## config.mk

```make
export PLATFORM = sky130hd
export DESIGN_NAME = score_bcd
export DESIGN_NICKNAME = d
export VERILOG_FILES = /design/src/rtl/score_bcd_pkg.sv /design/src/rtl/bcd_add3.sv /design/src/rtl/score_bcd.sv
export SDC_FILE = /design/constraint.sdc
export NUM_CORES = 1
export LEC_CHECK = 0
export BUFFER_PORTS_ARGS = -buffer_cell sky130_fd_sc_hd__buf_2
export CORE_MARGIN = 5
export CORE_UTILIZATION = 30
export CTS_BUF_LIST = sky130_fd_sc_hd__clkbuf_2 sky130_fd_sc_hd__clkbuf_4 sky130_fd_sc_hd__clkbuf_8
export DETAILED_ROUTE_END_ITERATION = 12
export HOLD_SLACK_MARGIN = 0.15
export PLACE_DENSITY = 0.45
export SLEW_MARGIN = 20
export SYNTH_ARGS = -nofsm -noshare
export SYNTH_HDL_FRONTEND = slang
export SYNTH_SLANG_ARGS = --single-unit
export TNS_END_PERCENT = 10
```

## constraint.sdc

```tcl
create_clock -name clk -period 3.53 [get_ports clk]
set_clock_uncertainty 0.1 [all_clocks]
set_input_delay 0.353 -clock clk [delete_from_list [all_inputs] [get_ports clk]]
set_output_delay 0.353 -clock clk [all_outputs]
set_load 0.01 [all_outputs]
```

## src/rtl/score_bcd_pkg.sv

```systemverilog
// Shared constants and state encoding for the score-to-BCD converter.
// Imported by the converter top and its testbench-facing defaults.
package score_bcd_pkg;

    localparam int SCORE_W      = 17;
    localparam int SCORE_DIGITS = 6;

    typedef enum logic [1:0] {
        IDLE  = 2'd0,
        SHIFT = 2'd1,
        DONE  = 2'd2
    } state_t;

    // Elaboration-time helper: 10**n without relying on 32-bit int overflow.
    function automatic longint unsigned pow10(input int n);
        longint unsigned p;
        p = 64'd1;
        for (int i = 0; i < n; i++) begin
            p = p * 64'd10;
        end
        return p;
    endfunction

endpackage

```

## src/rtl/bcd_add3.sv

```systemverilog
// Double-dabble nibble corrector: a digit of 5 or more gets +3 so the
// following left shift carries correctly into the next decimal digit.
module bcd_add3 (
    input  logic [3:0] nibble,
    output logic [3:0] fixed
);

    assign fixed = (nibble >= 4'd5) ? nibble + 4'd3 : nibble;

endmodule

```

## src/rtl/score_bcd.sv

```systemverilog
// Sequential binary-to-BCD converter for the score display, with a registered
// digit-select read port feeding the glyph renderer one digit at a time.
module score_bcd
    import score_bcd_pkg::*;
#(
    parameter int BIN_W  = SCORE_W,
    parameter int DIGITS = SCORE_DIGITS,
    parameter int SEL_W  = 3
) (
    input  logic                  clk,
    input  logic                  rst,
    input  logic                  start,
    input  logic [BIN_W-1:0]      bin,
    output logic                  busy,
    output logic                  done,
    output logic [4*DIGITS-1:0]   bcd,
    input  logic [SEL_W-1:0]      digit_sel,
    output logic [3:0]            char,
    output logic                  blank
);

    localparam int SCR_W = 4 * DIGITS;
    localparam int CNT_W = $clog2(BIN_W + 1);

    if ((64'd1 << BIN_W) > pow10(DIGITS)) begin : g_bad_digits
        $error("score_bcd: DIGITS too small to hold the largest BIN_W value");
    end
    if ((1 << SEL_W) < DIGITS) begin : g_bad_sel
        $error("score_bcd: SEL_W cannot address every digit");
    end

    state_t                   state;
    logic [BIN_W-1:0]         shreg;
    logic [SCR_W-1:0]         scratch;
    logic [SCR_W-1:0]         corrected;
    logic [SCR_W+BIN_W-1:0]   shifted;
    logic [CNT_W-1:0]         cnt;

    for (genvar g = 0; g < DIGITS; g++) begin : g_add3
        bcd_add3 u_add3 (
            .nibble (scratch[4*g +: 4]),
            .fixed  (corrected[4*g +: 4])
        );
    end

    // Correct every digit first, then shift the binary MSB into scratch bit 0.
    assign shifted = {corrected, shreg} << 1;

    always_ff @(posedge clk or posedge rst) begin
        if (rst) begin
            state   <= IDLE;
            shreg   <= '0;
            scratch <= '0;
            cnt     <= '0;
            busy    <= 1'b0;
            done    <= 1'b0;
            bcd     <= '0;
        end else begin
            done <= 1'b0;
            case (state)
                IDLE: begin
                    busy <= 1'b0;
                    if (start) begin
                        shreg   <= bin;
                        scratch <= '0;
                        cnt     <= CNT_W'(BIN_W);
                        busy    <= 1'b1;
                        state   <= SHIFT;
                    end
                end
                SHIFT: begin
                    scratch <= shifted[SCR_W+BIN_W-1 -: SCR_W];
                    shreg   <= shifted[BIN_W-1:0];
                    cnt     <= cnt - CNT_W'(1);
                    if (cnt == CNT_W'(1)) begin
                        state <= DONE;
                    end
                end
                DONE: begin
                    // busy stays high here; it drops in the following IDLE cycle.
                    bcd   <= scratch;
                    done  <= 1'b1;
                    state <= IDLE;
                end
                default: state <= IDLE;
            endcase
        end
    end

    logic [3:0] char_nxt;
    logic       upper_zero;
    logic       blank_nxt;

    always_comb begin
        char_nxt   = '0;
        upper_zero = 1'b1;
        for (int i = 0; i < DIGITS; i++) begin
            if (int'(digit_sel) == i) begin
                char_nxt = bcd[4*i +: 4];
            end
            if (i >= int'(digit_sel) && bcd[4*i +: 4] != 4'd0) begin
                upper_zero = 1'b0;
            end
        end
        blank_nxt = (int'(digit_sel) >= DIGITS) || ((digit_sel != '0) && upper_zero);
    end

    // Read port looks only at the committed bcd, so partial results never reach the screen.
    always_ff @(posedge clk or posedge rst) begin
        if (rst) begin
            char  <= '0;
            blank <= 1'b0;
        end else begin
            char  <= char_nxt;
            blank <= blank_nxt;
        end
    end

endmodule

```

==> impl_metrics.toml <==
[layout]
fin_nets = 447
drive_above_1_share_pct = 24.4
final_cell_mix = "dfrtp_1 (79), buf_2 (53), nand2_1 (38)"
n_antenna_cell = 0
area_delta_synth_final_pct = 22.2
nFillCells = 1323
mostFrequentLayoutCell = "dfrtp_1"

[global_route]
grt_start_max_net_pins = 34
gr-usage-all-layers_pct = 12.4
grt_pass1_wl_mm = 14.5
grt_overflow = 0
grt_pass1_vias = 2793
antenna_found_initial = 0

[clock_tree]
cts-buffers-inserted = 9
cts_resized = 0
cts_hold_buffers = 19
cts_sinks = 79
cts.reportedPaths.clkPinSlew_ns = 0.08
postCtsSetupBuffers = 0
cts_root_buf = "clkbuf_8"
cts_tree = "done"
cts_buffer_depth = 2
clock_latency_ns = 0.36
htreeDepth = 3

[yosys]
synth_flop_cell = "dfrtp_1"
synthesis.area_mm2 = 0.00378
synth_seq_area_share_pct = 52.2
synth.distinct_cells = 35
synth_cells = 338
synth_nets = 375
ys_seq_elements = 79
ys_warn_count = 0
async_reset_ff_share_pct = 100
avgSynthCellArea_um2 = 11.2
synth_edf_count = 0

[worst_setup_path]
end_kind = "register"
critical_path.max_fanout = 18
r2r_slack_ns = 1.66
rr_startpoint = "state[1]$_DFFE_PP0P_"
worstSetupStartpointType = "register"
crit_type = "reg -> reg"
critPathRequiredTime_ns = 3.68
worstPathArrival_ns = 2.02
r2r-end = "scratch[11]$_DFFE_PP0P_"
rr_worst_depth = 4

[floorplanning]
die_area_mm2 = 0.0150
num_rows = 41
die_h_um = 122
core_mm2 = 0.0125
ios = 54
die_x_um = 122
start_util_pct = 30.2

[drt]
drt-total-wl_mm = 8.66
drt-pass1-iter-count = 7
drt_iter0_drc = 150
postRouteAntennaNets = 0
drt_drc_violations_left = 0
num_vias = 2786
drt-wirelength-per-cell_um = 14.8
avgViaCountPerCell = 4.75

[hold_path]
hold_start = "digit_sel[1]"
hold_path_class = "in -> reg"
holdPathEnd = "blank$_DFF_PP0_"
holdPathStages = 3

[sta]
setup_tns_ns = 0
hold_violations = 0
setup_viol_count_final = 0
timing.final.crit_share_pct = 52.9
final_max_slew_viol_count = 0
maxSlewHeadroom_pct = 54.2
period_needed_ns = 1.87
grt_setup_unrepaired = "false"
max_freq_mhz = 535
worst_pin_slew_ns = 0.687

[placed_design]
hpwl_mm = 6.09
gp_congestion = 0.781
port_buffers = 53

[run_status]
status = "finished, final reports clean"

[power]
vdd_drop_max_mv = 0.261
power_mw = 3.97
power_leakage_nw = 2.18
pwr_density_cell_mw_per_mm2 = 858

[run]
maxCapViolations = 0
-- cells by family (layout without fill, tap and decap cells) --
kind of cell / count (synthesis) / in the layout / share of synthesized area, %
buffers and inverters: 37 / 113 / 4.43
flip-flops: 79 / 79 / 52.2
multiplexers: 39 / 39 / 12.6
XOR/XNOR: 10 / 10 / 2.31
AO/OA/AOI/OAI: 73 / 73 / 12.5
adder cells (fa/ha/maj): 14 / 14 / 4.63
AND/OR/NAND/NOR: 86 / 86 / 11.3
-- metrics by stage --
stage,util [%],hold WS (ns),instances,instance area [um2],setup WS (ns)
2_1_floorplan,-,0.346,338,3780,1.05
3_3_place_gp,33.8,0.337,552,4230,1.68
3_5_place_dp,33.8,0.334,552,4230,1.64
4_1_cts,36.9,0.246,586,4620,1.63
5_1_grt,36.9,0.302,586,4620,1.55
6_report,36.9,0.259,586,4620,1.66
-- worst max path at each step --
| stage | startpoint | slack [ns] | endpoint |
|---|---|---|---|
| after floorplan | rst | 1.05 | bcd[0]$_DFFE_PP0P_ |
| after global placement | state[1]$_DFFE_PP0P_ | 1.68 | scratch[23]$_DFFE_PP0P_ |
| after detailed placement | state[1]$_DFFE_PP0P_ | 1.64 | scratch[23]$_DFFE_PP0P_ |
| after CTS | state[1]$_DFFE_PP0P_ | 1.63 | scratch[11]$_DFFE_PP0P_ |
| after global routing | state[1]$_DFFE_PP0P_ | 1.55 | scratch[11]$_DFFE_PP0P_ |
| final | state[1]$_DFFE_PP0P_ | 1.66 | scratch[11]$_DFFE_PP0P_ |
-- power by group --
| group | total (mW) | internal, mW | switching, mW |
|---|---|---|---|
| combinational | 1.62 | 0.756 | 0.866 |
| sequential | 1.65 | 1.28 | 0.363 |
| clock | 0.697 | 0.368 | 0.329 |
| total | 3.97 | 2.41 | 1.56 |
-- synthesized netlist by cell type (2+ instances only) --
cell type	n	area share, %
o21ai_0	12	1.6
mux2_1	14	4.2
mux4_2	4	2.4
o21ai_1	14	1.9
nor2b_1	2	0.33
xnor2_1	7	1.6
o22ai_1	4	0.66
nor4_1	5	0.83
a32o_1	6	1.6
inv_1	19	1.9
o21a_1	2	0.40
nor3b_1	3	0.60
buf_4	3	0.60
mux2_2	16	4.8
a22oi_1	16	3.2
o31ai_1	10	2.0
nand2_1	38	3.8
ha_1	14	4.6
dfrtp_1	79	52
nand3_1	22	2.9
buf_2	14	1.9
xor2_1	3	0.69
mux2i_1	5	1.3
a21oi_1	8	1.1
nand2b_1	8	1.3
-- critical path: stages (launching register included) --
cell and delay (ns):
dfrtp_1 0.44, or3b_1 0.70, nand2_4 0.23, o31ai_1 0.09, a32o_1 0.21
-- sequential cells by signal (all words and copies together) (netlist names) --
register and flops:
state 2, shreg 17, cnt 5, busy 1, char 4, done 1, scratch 24, blank 1
bcd 24
-- metal layers --
metal | part of all wire [%] | GRT usage [%] | wire [um] | vias to the layer above
li1 | - | - | - | 1350
met1 | 52 | 17.8 | 4520 | 1357
met2 | 41 | 17.8 | 3590 | 72
met3 | 5.3 | 3.32 | 455 | 7
met4 | 1.1 | 4.83 | 91 | 0
met5 | 0 | 0 | 0 | -
-- cell type report --
| cell class | instances | area [um2] | share of cell area (%) |
|---|---|---|---|
| Clock buffer | 12 | 159 | 3.44 |
| Clock inverter | 3 | 42.5 | 0.920 |
| Inverter | 19 | 72.6 | 1.57 |
| Multi-Input combinational cell | 222 | 1650 | 35.7 |
| Sequential cell | 79 | 1980 | 42.8 |
| Tap cell | 172 | 215 | 4.65 |
| Timing Repair Buffer | 79 | 508 | 11.0 |
Power figures use the tool's default switching activity.
